<file path="config.mk">
export PLATFORM = sky130hd
export DESIGN_NAME = mc_datapath
export DESIGN_NICKNAME = d
export VERILOG_FILES = /design/src/rtl/mc_pkg.sv /design/src/rtl/mc_seq.sv /design/src/rtl/mc_datapath.sv
export SDC_FILE = /design/constraint.sdc
export NUM_CORES = 2
export LEC_CHECK = 0
export BUFFER_PORTS_ARGS = -buffer_cell sky130_fd_sc_hd__buf_2
export CORE_ASPECT_RATIO = 1.5
export CORE_MARGIN = 1.5
export CORE_UTILIZATION = 65
export CTS_CLUSTER_SIZE = 25
export DETAILED_ROUTE_END_ITERATION = 7
export PLACE_DENSITY = 0.83
export SETUP_SLACK_MARGIN = 0.15
export SLEW_MARGIN = 20
export SYNTH_ARGS = -nofsm -noshare
export SYNTH_HDL_FRONTEND = slang
export SYNTH_HIERARCHICAL = 1
export SYNTH_SLANG_ARGS = --single-unit
</file>
<file path="constraint.sdc">
create_clock -name clk -period 13.1 [get_ports clk]
set_input_delay 0 -clock clk [delete_from_list [all_inputs] [get_ports clk]]
set_output_delay 0 -clock clk [all_outputs]
set_load 0.05 [all_outputs]
</file>
<file path="src/rtl/mc_pkg.sv">
// Shared encodings for the multi-cycle RV32I datapath and its step sequencer.
package mc_pkg;

  typedef enum logic [2:0] {FETCH, DECODE, EXEC, MEM, WB} step_t;

  // write-back source select
  localparam logic [2:0] RES_ALU   = 3'd0;
  localparam logic [2:0] RES_LOAD  = 3'd1;
  localparam logic [2:0] RES_PC4   = 3'd2;
  localparam logic [2:0] RES_BR    = 3'd3;
  localparam logic [2:0] RES_IMM   = 3'd4;
  localparam logic [2:0] RES_PCIMM = 3'd5;

  // next-PC select (2 and 3 both take the ALU result, used by jalr)
  localparam logic [1:0] PCS_PLUS4 = 2'd0;
  localparam logic [1:0] PCS_IMM   = 2'd1;

  // immediate formats
  localparam logic [2:0] IMM_I = 3'd0;
  localparam logic [2:0] IMM_S = 3'd1;
  localparam logic [2:0] IMM_B = 3'd2;
  localparam logic [2:0] IMM_J = 3'd3;
  localparam logic [2:0] IMM_U = 3'd4;

  // ALU operations
  localparam logic [2:0] ALU_ADD = 3'd0;
  localparam logic [2:0] ALU_SUB = 3'd1;
  localparam logic [2:0] ALU_AND = 3'd2;
  localparam logic [2:0] ALU_OR  = 3'd3;
  localparam logic [2:0] ALU_XOR = 3'd4;
  localparam logic [2:0] ALU_SLT = 3'd5;
  localparam logic [2:0] ALU_SLL = 3'd6;
  localparam logic [2:0] ALU_SRL = 3'd7;

  // compare ops follow branch funct3
  localparam logic [2:0] BR_EQ  = 3'd0;
  localparam logic [2:0] BR_NE  = 3'd1;
  localparam logic [2:0] BR_LT  = 3'd4;
  localparam logic [2:0] BR_GE  = 3'd5;
  localparam logic [2:0] BR_LTU = 3'd6;
  localparam logic [2:0] BR_GEU = 3'd7;

  // store sizes
  localparam logic [1:0] ST_B = 2'd0;
  localparam logic [1:0] ST_H = 2'd1;

  // load size/sign follow load funct3
  localparam logic [2:0] LD_B  = 3'd0;
  localparam logic [2:0] LD_H  = 3'd1;
  localparam logic [2:0] LD_BU = 3'd4;
  localparam logic [2:0] LD_HU = 3'd5;

  localparam logic [31:0] NOP_INSTR = 32'h0000_0013;

endpackage

</file>
<file path="src/rtl/mc_seq.sv">
// Step sequencer: FETCH/DECODE/EXEC/MEM/WB state and per-step register enables.
module mc_seq
  import mc_pkg::*;
(
  input  logic clk,
  input  logic rst,
  input  logic mem_ready,
  input  logic reg_write,
  input  logic mem_write,
  input  logic mem_read,
  output logic ir_en,
  output logic ab_en,
  output logic aluout_en,
  output logic mdr_en,
  output logic rf_we,
  output logic pc_en,
  output logic mem_req,
  output logic mem_sel
);

  step_t state, nxt;
  logic  run;  // holds off the first fetch request until one edge after reset release

  // state register; reset parks in FETCH with requests gated off
  always_ff @(posedge clk or negedge rst) begin
    if (!rst) begin
      state <= FETCH;
      run   <= 1'b0;
    end else begin
      state <= nxt;
      run   <= 1'b1;
    end
  end

  // next-step and per-step enables
  always_comb begin
    nxt       = state;
    ir_en     = 1'b0;
    ab_en     = 1'b0;
    aluout_en = 1'b0;
    mdr_en    = 1'b0;
    rf_we     = 1'b0;
    pc_en     = 1'b0;
    mem_req   = 1'b0;
    mem_sel   = 1'b0;
    case (state)
      FETCH: begin
        mem_req = run;
        if (run && mem_ready) begin
          ir_en = 1'b1;
          nxt   = DECODE;
        end
      end
      DECODE: begin
        ab_en = 1'b1;
        nxt   = EXEC;
      end
      EXEC: begin
        aluout_en = 1'b1;
        nxt       = (mem_read || mem_write) ? MEM : WB;
      end
      MEM: begin
        mem_req = 1'b1;
        mem_sel = 1'b1;
        if (mem_ready) begin
          mdr_en = mem_read;
          nxt    = WB;
        end
      end
      WB: begin
        rf_we = reg_write;
        pc_en = 1'b1;
        nxt   = FETCH;
      end
      default: nxt = FETCH;
    endcase
  end

endmodule

</file>
<file path="src/rtl/mc_datapath.sv">
// Multi-cycle RV32I datapath on one shared req/ready memory port.
module mc_datapath
  import mc_pkg::*;
#(
  parameter int              XLEN     = 32,
  parameter int              NREGS    = 32,
  parameter logic [XLEN-1:0] RESET_PC = '0
) (
  input  logic            clk,
  input  logic            rst,
  input  logic [2:0]      ResultSrc,
  input  logic [1:0]      PCSrc,
  input  logic            RegWrite,
  input  logic            MemWrite,
  input  logic            ALUSrc,
  input  logic [2:0]      ImmSrc,
  input  logic [2:0]      ALUControl,
  input  logic [2:0]      branch_op,
  input  logic [1:0]      memwritefrmt,
  input  logic [2:0]      ld_op,
  output logic [XLEN-1:0] Instr,
  output logic            Branch_En,
  output logic [XLEN-1:0] PC,
  output logic            mem_req,
  output logic            mem_we,
  output logic [XLEN-1:0] mem_addr,
  output logic [XLEN-1:0] mem_wdata,
  input  logic [XLEN-1:0] mem_rdata,
  input  logic            mem_ready
);

  localparam int RW = $clog2(NREGS);
  localparam int SH = $clog2(XLEN);

  logic [XLEN-1:0] a_q, b_q, imm_q, aluout_q, mdr_q;
  logic [XLEN-1:0] rs1_val, rs2_val, imm_d, srcb, alu_y, ld_ext, result, pc_next;
  logic [XLEN-1:0] rf [NREGS];
  logic [4:0]      rs1, rs2, rd;
  logic            br, ir_en, ab_en, aluout_en, mdr_en, rf_we, pc_en, mem_sel;

  assign rs1 = Instr[19:15];
  assign rs2 = Instr[24:20];
  assign rd  = Instr[11:7];

  mc_seq u_seq (
    .clk       (clk),
    .rst       (rst),
    .mem_ready (mem_ready),
    .reg_write (RegWrite),
    .mem_write (MemWrite),
    .mem_read  (ResultSrc == RES_LOAD),
    .ir_en     (ir_en),
    .ab_en     (ab_en),
    .aluout_en (aluout_en),
    .mdr_en    (mdr_en),
    .rf_we     (rf_we),
    .pc_en     (pc_en),
    .mem_req   (mem_req),
    .mem_sel   (mem_sel)
  );

  // register file read: x0 and indices beyond NREGS read as zero
  always_comb begin
    rs1_val = '0;
    rs2_val = '0;
    if (rs1 != 5'd0 && int'(rs1) < NREGS) rs1_val = rf[rs1[RW-1:0]];
    if (rs2 != 5'd0 && int'(rs2) < NREGS) rs2_val = rf[rs2[RW-1:0]];
  end

  // register file write in WB; x0 and out-of-range rd are dropped
  always_ff @(posedge clk) begin
    if (rf_we && rd != 5'd0 && int'(rd) < NREGS) rf[rd[RW-1:0]] <= result;
  end

  // immediate generation from the instruction register
  always_comb begin
    imm_d = '0;
    case (ImmSrc)
      IMM_I: imm_d = {{(XLEN-12){Instr[31]}}, Instr[31:20]};
      IMM_S: imm_d = {{(XLEN-12){Instr[31]}}, Instr[31:25], Instr[11:7]};
      IMM_B: imm_d = {{(XLEN-12){Instr[31]}}, Instr[7], Instr[30:25], Instr[11:8], 1'b0};
      IMM_J: imm_d = {{(XLEN-20){Instr[31]}}, Instr[19:12], Instr[20], Instr[30:21], 1'b0};
      IMM_U: imm_d = XLEN'($signed({Instr[31:12], 12'b0}));
      default: imm_d = '0;
    endcase
  end

  assign srcb = ALUSrc ? imm_q : b_q;

  // ALU
  always_comb begin
    alu_y = '0;
    case (ALUControl)
      ALU_ADD: alu_y = a_q + srcb;
      ALU_SUB: alu_y = a_q - srcb;
      ALU_AND: alu_y = a_q & srcb;
      ALU_OR:  alu_y = a_q | srcb;
      ALU_XOR: alu_y = a_q ^ srcb;
      ALU_SLT: alu_y = {{(XLEN-1){1'b0}}, $signed(a_q) < $signed(srcb)};
      ALU_SLL: alu_y = a_q << srcb[SH-1:0];
      ALU_SRL: alu_y = a_q >> srcb[SH-1:0];
      default: alu_y = '0;
    endcase
  end

  // branch compare on the latched register operands
  always_comb begin
    br = 1'b0;
    case (branch_op)
      BR_EQ:   br = (a_q == b_q);
      BR_NE:   br = (a_q != b_q);
      BR_LT:   br = ($signed(a_q) <  $signed(b_q));
      BR_GE:   br = ($signed(a_q) >= $signed(b_q));
      BR_LTU:  br = (a_q <  b_q);
      BR_GEU:  br = (a_q >= b_q);
      default: br = 1'b0;
    endcase
  end

  // store data: narrow stores present the value zero-extended in the low lane
  always_comb begin
    mem_wdata = b_q;
    case (memwritefrmt)
      ST_B:    mem_wdata = {{(XLEN-8){1'b0}}, b_q[7:0]};
      ST_H:    mem_wdata = {{(XLEN-16){1'b0}}, b_q[15:0]};
      default: mem_wdata = b_q;
    endcase
  end

  // load data: the bus returns the addressed item in the low lane
  always_comb begin
    ld_ext = mdr_q;
    case (ld_op)
      LD_B:    ld_ext = {{(XLEN-8){mdr_q[7]}}, mdr_q[7:0]};
      LD_H:    ld_ext = {{(XLEN-16){mdr_q[15]}}, mdr_q[15:0]};
      LD_BU:   ld_ext = {{(XLEN-8){1'b0}}, mdr_q[7:0]};
      LD_HU:   ld_ext = {{(XLEN-16){1'b0}}, mdr_q[15:0]};
      default: ld_ext = mdr_q;
    endcase
  end

  // write-back select and next PC (adds wrap modulo 2^XLEN)
  always_comb begin
    result = aluout_q;
    case (ResultSrc)
      RES_LOAD:  result = ld_ext;
      RES_PC4:   result = PC + XLEN'(4);
      RES_BR:    result = {{(XLEN-1){1'b0}}, Branch_En};
      RES_IMM:   result = imm_q;
      RES_PCIMM: result = PC + imm_q;
      default:   result = aluout_q;
    endcase
    case (PCSrc)
      PCS_PLUS4: pc_next = PC + XLEN'(4);
      PCS_IMM:   pc_next = PC + imm_q;
      default:   pc_next = aluout_q;
    endcase
  end

  assign mem_addr = mem_sel ? aluout_q : PC;
  assign mem_we   = mem_sel & MemWrite;

  // architectural and inter-step registers
  always_ff @(posedge clk or negedge rst) begin
    if (!rst) begin
      PC        <= RESET_PC;
      Instr     <= XLEN'(NOP_INSTR);
      a_q       <= '0;
      b_q       <= '0;
      imm_q     <= '0;
      aluout_q  <= '0;
      mdr_q     <= '0;
      Branch_En <= 1'b0;
    end else begin
      if (ir_en) Instr <= mem_rdata;
      if (ab_en) begin
        a_q   <= rs1_val;
        b_q   <= rs2_val;
        imm_q <= imm_d;
      end
      if (aluout_en) begin
        aluout_q  <= alu_y;
        Branch_En <= br;
      end
      if (mdr_en) mdr_q <= mem_rdata;
      if (pc_en)  PC    <= pc_next;
    end
  end

endmodule
</file>
-- Word level (Yosys, flattened, before mapping)
Memory sizes are Yosys's and may differ from the RTL's.
Cells that the tools add are included.
- register bits: 229
- latch bits: 0
- bits in writable memories: 1024
- ROM bits: 0
- bits of input ports: 57
- output and inout port bits: 131
- logic and storage cells: 101
- memories kept: 1
- memory list (memory ; depth ; bits a word ; rd ports ; clocked after Yosys merged registers in ; write ports ; RTL line ; RTL):
    rf ; 32 ; 32 ; 2 ; 0 ; 1 ; mc_datapath.sv:37 ; logic [XLEN-1:0] rf [NREGS];
- add/subtract/negate cells: 4
- multiply operators: 0
- div/mod/pow operators: 0
- magnitude comparators: 5
- eq/ne operators: 34
- shifts and indexed selects: 2
- multiplexer cells: 27
- bitwise gates (word level): 4
- reductions and logical operators: 14
- operators by type and width (operator ; number):
    $pmux W32 S5 ; 2
    $pmux W32 S8 ; 1
    $mux W32 ; 4
    $pmux W32 S2 ; 2
    $pmux W32 S4 ; 1
    $lt A32 B32 Y1 ; 3
    $add A32 B32 Y32 ; 2
    $ge A32 B32 Y1 ; 2
    $eq A3 B3 Y1 const B ; 14
    $add A32 B3 Y32 const B ; 1
    $and A32 B32 Y32 ; 1
    $eq A32 B32 Y1 ; 1
    $ne A32 B32 Y1 ; 1
    $or A32 B32 Y32 ; 1
    $shl A32 B5 Y32 ; 1
    $shr A32 B5 Y32 ; 1
    $sub A32 B32 Y32 ; 1
    $xor A32 B32 Y32 ; 1
    $eq A3 B2 Y1 const B ; 8
    $eq A3 B1 Y1 const B ; 6
    $logic_not A3 Y1 ; 5
    $reduce_bool A5 Y1 ; 3
    $pmux W3 S4 ; 1
    $mux W1 ; 11
    11 further kinds ; 16

-- Logic depth before layout (Yosys ltp)
- word-level depth: 5
- gate-level depth with buffers: 19
- gate-level depth less buffers: 15

-- Hierarchy
The synthesis kept the hierarchy.
- by module, submodules not included (module ; times used ; cells each ; area each (µm²) ; seq. area each (µm²)):
    mc_datapath ; 1 ; 5178 ; 68738.4 ; 36383.6
    mc_seq ; 1 ; 29 ; 236.5 ; 100.1

-- Worst setup path after synthesis
Ideal clock, no wire load.
- kind: register to register
- start: register PC[0]
- end: memory rf[0][28] (data pin)
- arrival: 4234 ps
- required time: 12633 ps
- setup slack: 8399 ps
- stages on the path, launching flop included: 12
- clock period less this slack: 4701 ps
- path through: dfrtp_1 > ha_1 > fa_1 > a21o_1 > a311oi_2 > nor3b_1 > a21o_1 > a21oi_2 > a21oi_2 > a311oi_4 > o21bai_1 > a211oi_1
- cells in the longest elaborated chain, start to end: 2
- elaborated cells between the ends (all ways): 3
- ends and longest elaborated chain (element ; RTL line ; RTL):
    start, declared ; mc_datapath.sv:23 ; output logic [XLEN-1:0] PC,
    start signal, assigned ; mc_datapath.sv:186 ; if (pc_en) PC <= pc_next;
    $add A32 B32 Y32 or $add A32 B3 Y32 (tied branches) ; mc_datapath.sv:150, mc_datapath.sv:147 ;
    $pmux W32 S5 (*) ; mc_datapath.sv:145 ; case (ResultSrc)
    net result[28] ; mc_datapath.sv:36 ; logic [XLEN-1:0] rs1_val, rs2_val, imm_d, srcb, alu_y, ld_ext, result, pc_next;
    end, declared ; mc_datapath.sv:37 ;
The timed path passes the listed nets; every way through them passes the cells marked *.

-- Final worst setup path
- start: register imm_q[0]
- end: register aluout_q[30]
- cells in the longest elaborated chain, start to end: 3
- elaborated cells between the ends (all ways): 6
- ends and longest elaborated chain (element ; RTL line ; RTL):
    start, declared ; mc_datapath.sv:35 ; logic [XLEN-1:0] a_q, b_q, imm_q, aluout_q, mdr_q;
    start signal, assigned ; mc_datapath.sv:179 ; imm_q <= imm_d;
    $mux W32 (*) ; mc_datapath.sv:88 ; assign srcb = ALUSrc ? imm_q : b_q;
    $sub A32 B32 Y32 (tied with other cells) ; mc_datapath.sv:95 ; ALU_SUB: alu_y = a_q - srcb;
    $pmux W32 S8 (*) ; mc_datapath.sv:93 ; case (ALUControl)
    end signal, assigned ; mc_datapath.sv:182 ; aluout_q <= alu_y;
    end, declared ; mc_datapath.sv:35 ;
Every way passes the cells marked *; elsewhere a longest branch is shown, timed or not.
A chain may end at the register's enable or synchronous reset.

==> impl_metrics.xml <==
<?xml version="1.0" encoding="UTF-8"?>
<metrics>
  <group name="global_route">
    <metric name="grt_max_degree" unit="">91</metric>
    <metric name="grt_pass1_vias" unit="">53971</metric>
    <metric name="total_overflow_reported_by_the_global_router" unit="">0</metric>
    <metric name="grt_first_pass_wirelength" unit="um">389000</metric>
    <metric name="number_of_antenna_violations_at_the_first_check_in_global_routing" unit="">28</metric>
    <metric name="grt_usage" unit="%">51.6</metric>
  </group>
  <group name="run_status">
    <metric name="failed_checks" unit="">design-rule violations</metric>
    <metric name="run_status" unit="">finished, violations left</metric>
  </group>
  <group name="synth">
    <metric name="synth_top_flop_cell" unit="">sky130_fd_sc_hd__edfxtp_1</metric>
    <metric name="yosysTopAreaCell" unit="">sky130_fd_sc_hd__edfxtp_1</metric>
    <metric name="synth_area_per_cell" unit="um2">13.2</metric>
    <metric name="yosys.cell_count.top_type" unit="">sky130_fd_sc_hd__edfxtp_1</metric>
    <metric name="syn-instance-count" unit="">5207</metric>
    <metric name="netlist_area" unit="mm2">0.0690</metric>
    <metric name="synth-async-reset-ratio" unit="%">18.3</metric>
    <metric name="yosysUniqueCellTypes" unit="">97</metric>
    <metric name="ys_seq_area_share" unit="%">52.9</metric>
    <metric name="synth_top_area_share" unit="%">44.6</metric>
    <metric name="ys_top_cells_by_area" unit="">sky130_fd_sc_hd__edfxtp_1, sky130_fd_sc_hd__mux4_2, sky130_fd_sc_hd__dfrtp_1, sky130_fd_sc_hd__mux2i_1, sky130_fd_sc_hd__ha_1</metric>
    <metric name="ys_warn_count" unit="">6</metric>
    <metric name="ys_seq_elements" unit="">1253</metric>
    <metric name="synthTopCellsByCount" unit="">sky130_fd_sc_hd__edfxtp_1, sky130_fd_sc_hd__mux4_2, sky130_fd_sc_hd__mux2i_1</metric>
    <metric name="synth_edf_count" unit="">1024</metric>
  </group>
  <group name="die">
    <metric name="floorplan.die.width" unit="um">269</metric>
    <metric name="core.rowCount" unit="">146</metric>
    <metric name="fp.dieH" unit="um">402</metric>
    <metric name="core_region_area" unit="mm2">0.105</metric>
    <metric name="num_io_pins" unit="">188</metric>
    <metric name="die_area" unit="mm2">0.108</metric>
    <metric name="initial_utilization" unit="%">65.4</metric>
  </group>
  <group name="worst_setup_path">
    <metric name="timing.critical_path.to_type" unit="">flop</metric>
    <metric name="timing_worst_setup_path_type" unit="">reg -&gt; reg</metric>
    <metric name="worst-r2r-cell-count" unit="">16</metric>
    <metric name="crit_required" unit="ps">13730</metric>
    <metric name="critical_path.max_fanout" unit="">51</metric>
    <metric name="cp.arrival" unit="ps">5600</metric>
    <metric name="setup.worst_path.start_class" unit="">flop</metric>
  </group>
  <group name="clock_network">
    <metric name="htreeDepth" unit="">3</metric>
    <metric name="numCtsBuffers" unit="">111</metric>
    <metric name="cts-root-to-sink-buffers" unit="">3</metric>
    <metric name="clockRootBuffer" unit="">sky130_fd_sc_hd__clkbuf_16</metric>
    <metric name="clk_transition_reported_paths" unit="ps">70</metric>
    <metric name="clock-sinks" unit="">1253</metric>
    <metric name="clk_latency" unit="ps">760</metric>
    <metric name="post_cts_buffers" unit="">0</metric>
    <metric name="tritoncts" unit="">yes</metric>
  </group>
  <group name="route">
    <metric name="drtPass1Iterations" unit="">8</metric>
    <metric name="initialDrtViolationCount" unit="">10701</metric>
    <metric name="wirelength" unit="um">279000</metric>
    <metric name="wl_per_cell" unit="um">40.7</metric>
    <metric name="detail_route.drc_violations" unit="">1</metric>
    <metric name="route.detailed.vias_per_inst" unit="">8.15</metric>
    <metric name="via_total_after_detailed_routing" unit="">55784</metric>
    <metric name="antenna_left" unit="">0</metric>
  </group>
  <group name="power">
    <metric name="pwr_density_cell" unit="mW/mm2">272</metric>
    <metric name="ir_worst_vdd" unit="V">0.000174</metric>
    <metric name="combinationalPowerShare" unit="%">52.8</metric>
    <metric name="leakage" unit="nW">27.3</metric>
    <metric name="internal_power" unit="mW">10.9</metric>
    <metric name="p_switching" unit="mW">9.83</metric>
    <metric name="fraction_of_power_spent_switching_nets" unit="%">47.5</metric>
    <metric name="sequentialPowerShare" unit="%">29.6</metric>
    <metric name="power.share.clock" unit="%">17.6</metric>
  </group>
  <group name="timing">
    <metric name="slew_headroom" unit="%">11.7</metric>
    <metric name="unrepaired_setup_endpoints_after_global_routing" unit="">false</metric>
    <metric name="final.period_utilization" unit="%">37.9</metric>
    <metric name="setup_violations" unit="">0</metric>
    <metric name="fin_ws" unit="ps">8130</metric>
    <metric name="worst_clock_skew" unit="ps">50.0</metric>
    <metric name="timing.final.crit_period" unit="ps">4970</metric>
    <metric name="final.setup.tns" unit="ps">0</metric>
    <metric name="max_freq" unit="MHz">201</metric>
    <metric name="max_slew.worst_pin.slew" unit="ps">1290</metric>
    <metric name="final_hold_vio_count" unit="">0</metric>
    <metric name="slew_viol_final" unit="">0</metric>
  </group>
  <group name="final_layout">
    <metric name="fin_util" unit="%">72.4</metric>
    <metric name="area_of_all_placed_cells_without_fillers" unit="mm2">0.0763</metric>
    <metric name="multi_input_comb_area" unit="mm2">0.0307</metric>
    <metric name="flow.area_growth_from_synthesis" unit="%">10.6</metric>
    <metric name="final_layout_size_suffix_gt1_share" unit="%">21.6</metric>
    <metric name="finish.net_count" unit="">5551</metric>
    <metric name="sequential_cell_area" unit="mm2">0.0365</metric>
    <metric name="fillerInstances" unit="">6487</metric>
  </group>
  <group name="placed_design">
    <metric name="dp_slack" unit="ps">8160</metric>
    <metric name="place_congestion" unit="">1.09</metric>
    <metric name="detailedPlacementHpwl" unit="um">170000</metric>
    <metric name="place.port_buffers" unit="">187</metric>
    <metric name="placedInstanceArea" unit="mm2">0.0717</metric>
  </group>
  <group name="hold_path">
    <metric name="hold_path_depth" unit="">3</metric>
    <metric name="worst_hold_path_type" unit="">in -&gt; reg</metric>
  </group>
  <group name="run">
    <metric name="drv.max_cap_violation_count" unit="">0</metric>
  </group>
</metrics>
per-stage QoR:
step | std cells | hold WS, ps | power, mW
after detailed placement | 6573 | 33.2 | 16.2
after global placement | 6573 | 27.7 | 16.1
after floorplan | 5238 | -296 | 12.7
after global routing | 6833 | 73.1 | 21.1
final | 6845 | 50.5 | 20.7
after CTS | 6828 | 23.0 | 20.0
power groups by stage:
stage	Clock, mW	Combinational (mW)	Sequential [mW]
floorplan	0	6.98	5.74
global placement	0	10.0	6.05
detailed placement	0	10.2	6.07
CTS	3.61	10.4	5.99
global route	3.74	11.2	6.08
finish	3.65	10.9	6.13
timing repair:
item	in CTS	in global routing
hold buffers	48	0
endpoints found under the hold margin	210	0
resized for setup	0	0
final cells by class:
| class | instances | area share [%] |
|---|---|---|
| Tap cell | 1406 | 2.31 |
| Multi-Input combinational cell | 3394 | 40.3 |
| Clock buffer | 133 | 3.84 |
| Inverter | 196 | 0.964 |
| Antenna cell | 16 | 0.0525 |
| Clock inverter | 74 | 1.37 |
| Timing Repair Buffer | 373 | 3.30 |
| Sequential cell | 1253 | 47.9 |
path summary, 6_finish.rpt:
| kind | end | slack (ps) | from |
|---|---|---|---|
| max | aluout_q[30]$_DFFE_PN0P_ | 8130 | imm_q[0]$_DFFE_PN0P_ |
| min | mdr_q[13]$_DFFE_PN0P_ | 50 | mem_rdata[13] |
| max reg2reg | aluout_q[30]$_DFFE_PN0P_ | 8130 | imm_q[0]$_DFFE_PN0P_ |
| min reg2reg | mdr_q[25]$_DFFE_PN0P_ | 500 | mdr_q[25]$_DFFE_PN0P_ |
| max in group asynchronous | b_q[1]$_DFFE_PN0P_ | 10740 | rst |
| min in group asynchronous | Instr[0]$_DFFE_PN1P_ | 430 | rst |
kinds of logic after synthesis:
| group | share of synthesized area (%) |
|---|---|
| compound gates | 12.7 |
| flops | 52.9 |
| mux | 21.2 |
| simple gates | 5.68 |
| buf+inv | 3.38 |
| fa+ha+maj | 3.03 |
| xor+xnor | 1.12 |
| other cells | 0.0109 |
registers in the layout, summed over array words and instances, names as in the netlist:
register,count
a_q,32
Instr,32
b_q,32
PC,32
Branch_En,1
aluout_q,32
rf,1024
mdr_q,32
u_seq/state,3
imm_q,32
u_seq/run,1
metal layers:
layer | wire, um | vias up | global-route usage [%] | share of wire (%)
met2 | 120000 | 6235 | 74.4 | 43
met1 | 81400 | 26550 | 58.1 | 29
met5 | 459 | - | 1.65 | 0.16
met3 | 43100 | 2046 | 21.0 | 15
met4 | 33300 | 34 | 47.7 | 12
li1 | - | 20919 | - | -
worst max-delay path, stage by stage, from the launching register on:
cell	delay (ps)
sky130_fd_sc_hd__dfrtp_1	570
sky130_fd_sc_hd__mux2i_4	110
sky130_fd_sc_hd__buf_4	310
sky130_fd_sc_hd__inv_2	660
sky130_fd_sc_hd__ha_1	330
sky130_fd_sc_hd__inv_1	70
sky130_fd_sc_hd__fa_1	420
sky130_fd_sc_hd__nand2b_1	180
sky130_fd_sc_hd__a211o_1	290
sky130_fd_sc_hd__a31oi_2	330
sky130_fd_sc_hd__a211oi_1	160
sky130_fd_sc_hd__o21ai_2	320
sky130_fd_sc_hd__a41oi_1	260
sky130_fd_sc_hd__o31ai_1	350
sky130_fd_sc_hd__xnor2_1	160
sky130_fd_sc_hd__o211ai_1	110
sky130_fd_sc_hd__o22a_1	210
placed cells by master, fill, tap and decap left out, drive strengths merged, types with 29 or more instances in the layout:
| cell | synthesis | final |
|---|---|---|
| dfrtp | 226 | 226 |
| mux4 | 413 | 413 |
| mux2 | 131 | 131 |
| nand3 | 61 | 61 |
| mux2i | 380 | 380 |
| clkbuf | 266 | 133 |
| nand2 | 273 | 273 |
| a221oi | 50 | 50 |
| nand2b | 36 | 36 |
| and2 | 29 | 29 |
| edfxtp | 1024 | 1024 |
| clkinv | 3 | 36 |
| a31oi | 35 | 35 |
| o21a | 53 | 53 |
| nor2 | 264 | 264 |
| buf | 129 | 326 |
| a211oi | 54 | 54 |
| nor3 | 82 | 82 |
| o22ai | 162 | 162 |
| o211ai | 42 | 42 |
| a21o | 42 | 42 |
| inv | 193 | 201 |
| ha | 162 | 162 |
| xnor2 | 61 | 61 |
| o221ai | 135 | 135 |
| a21oi | 322 | 322 |
| conb | 2 | 33 |
| o21ai | 251 | 251 |
| dlygate4sd3 | 0 | 47 |
No activity file was read; power rests on OpenSTA's default activity.
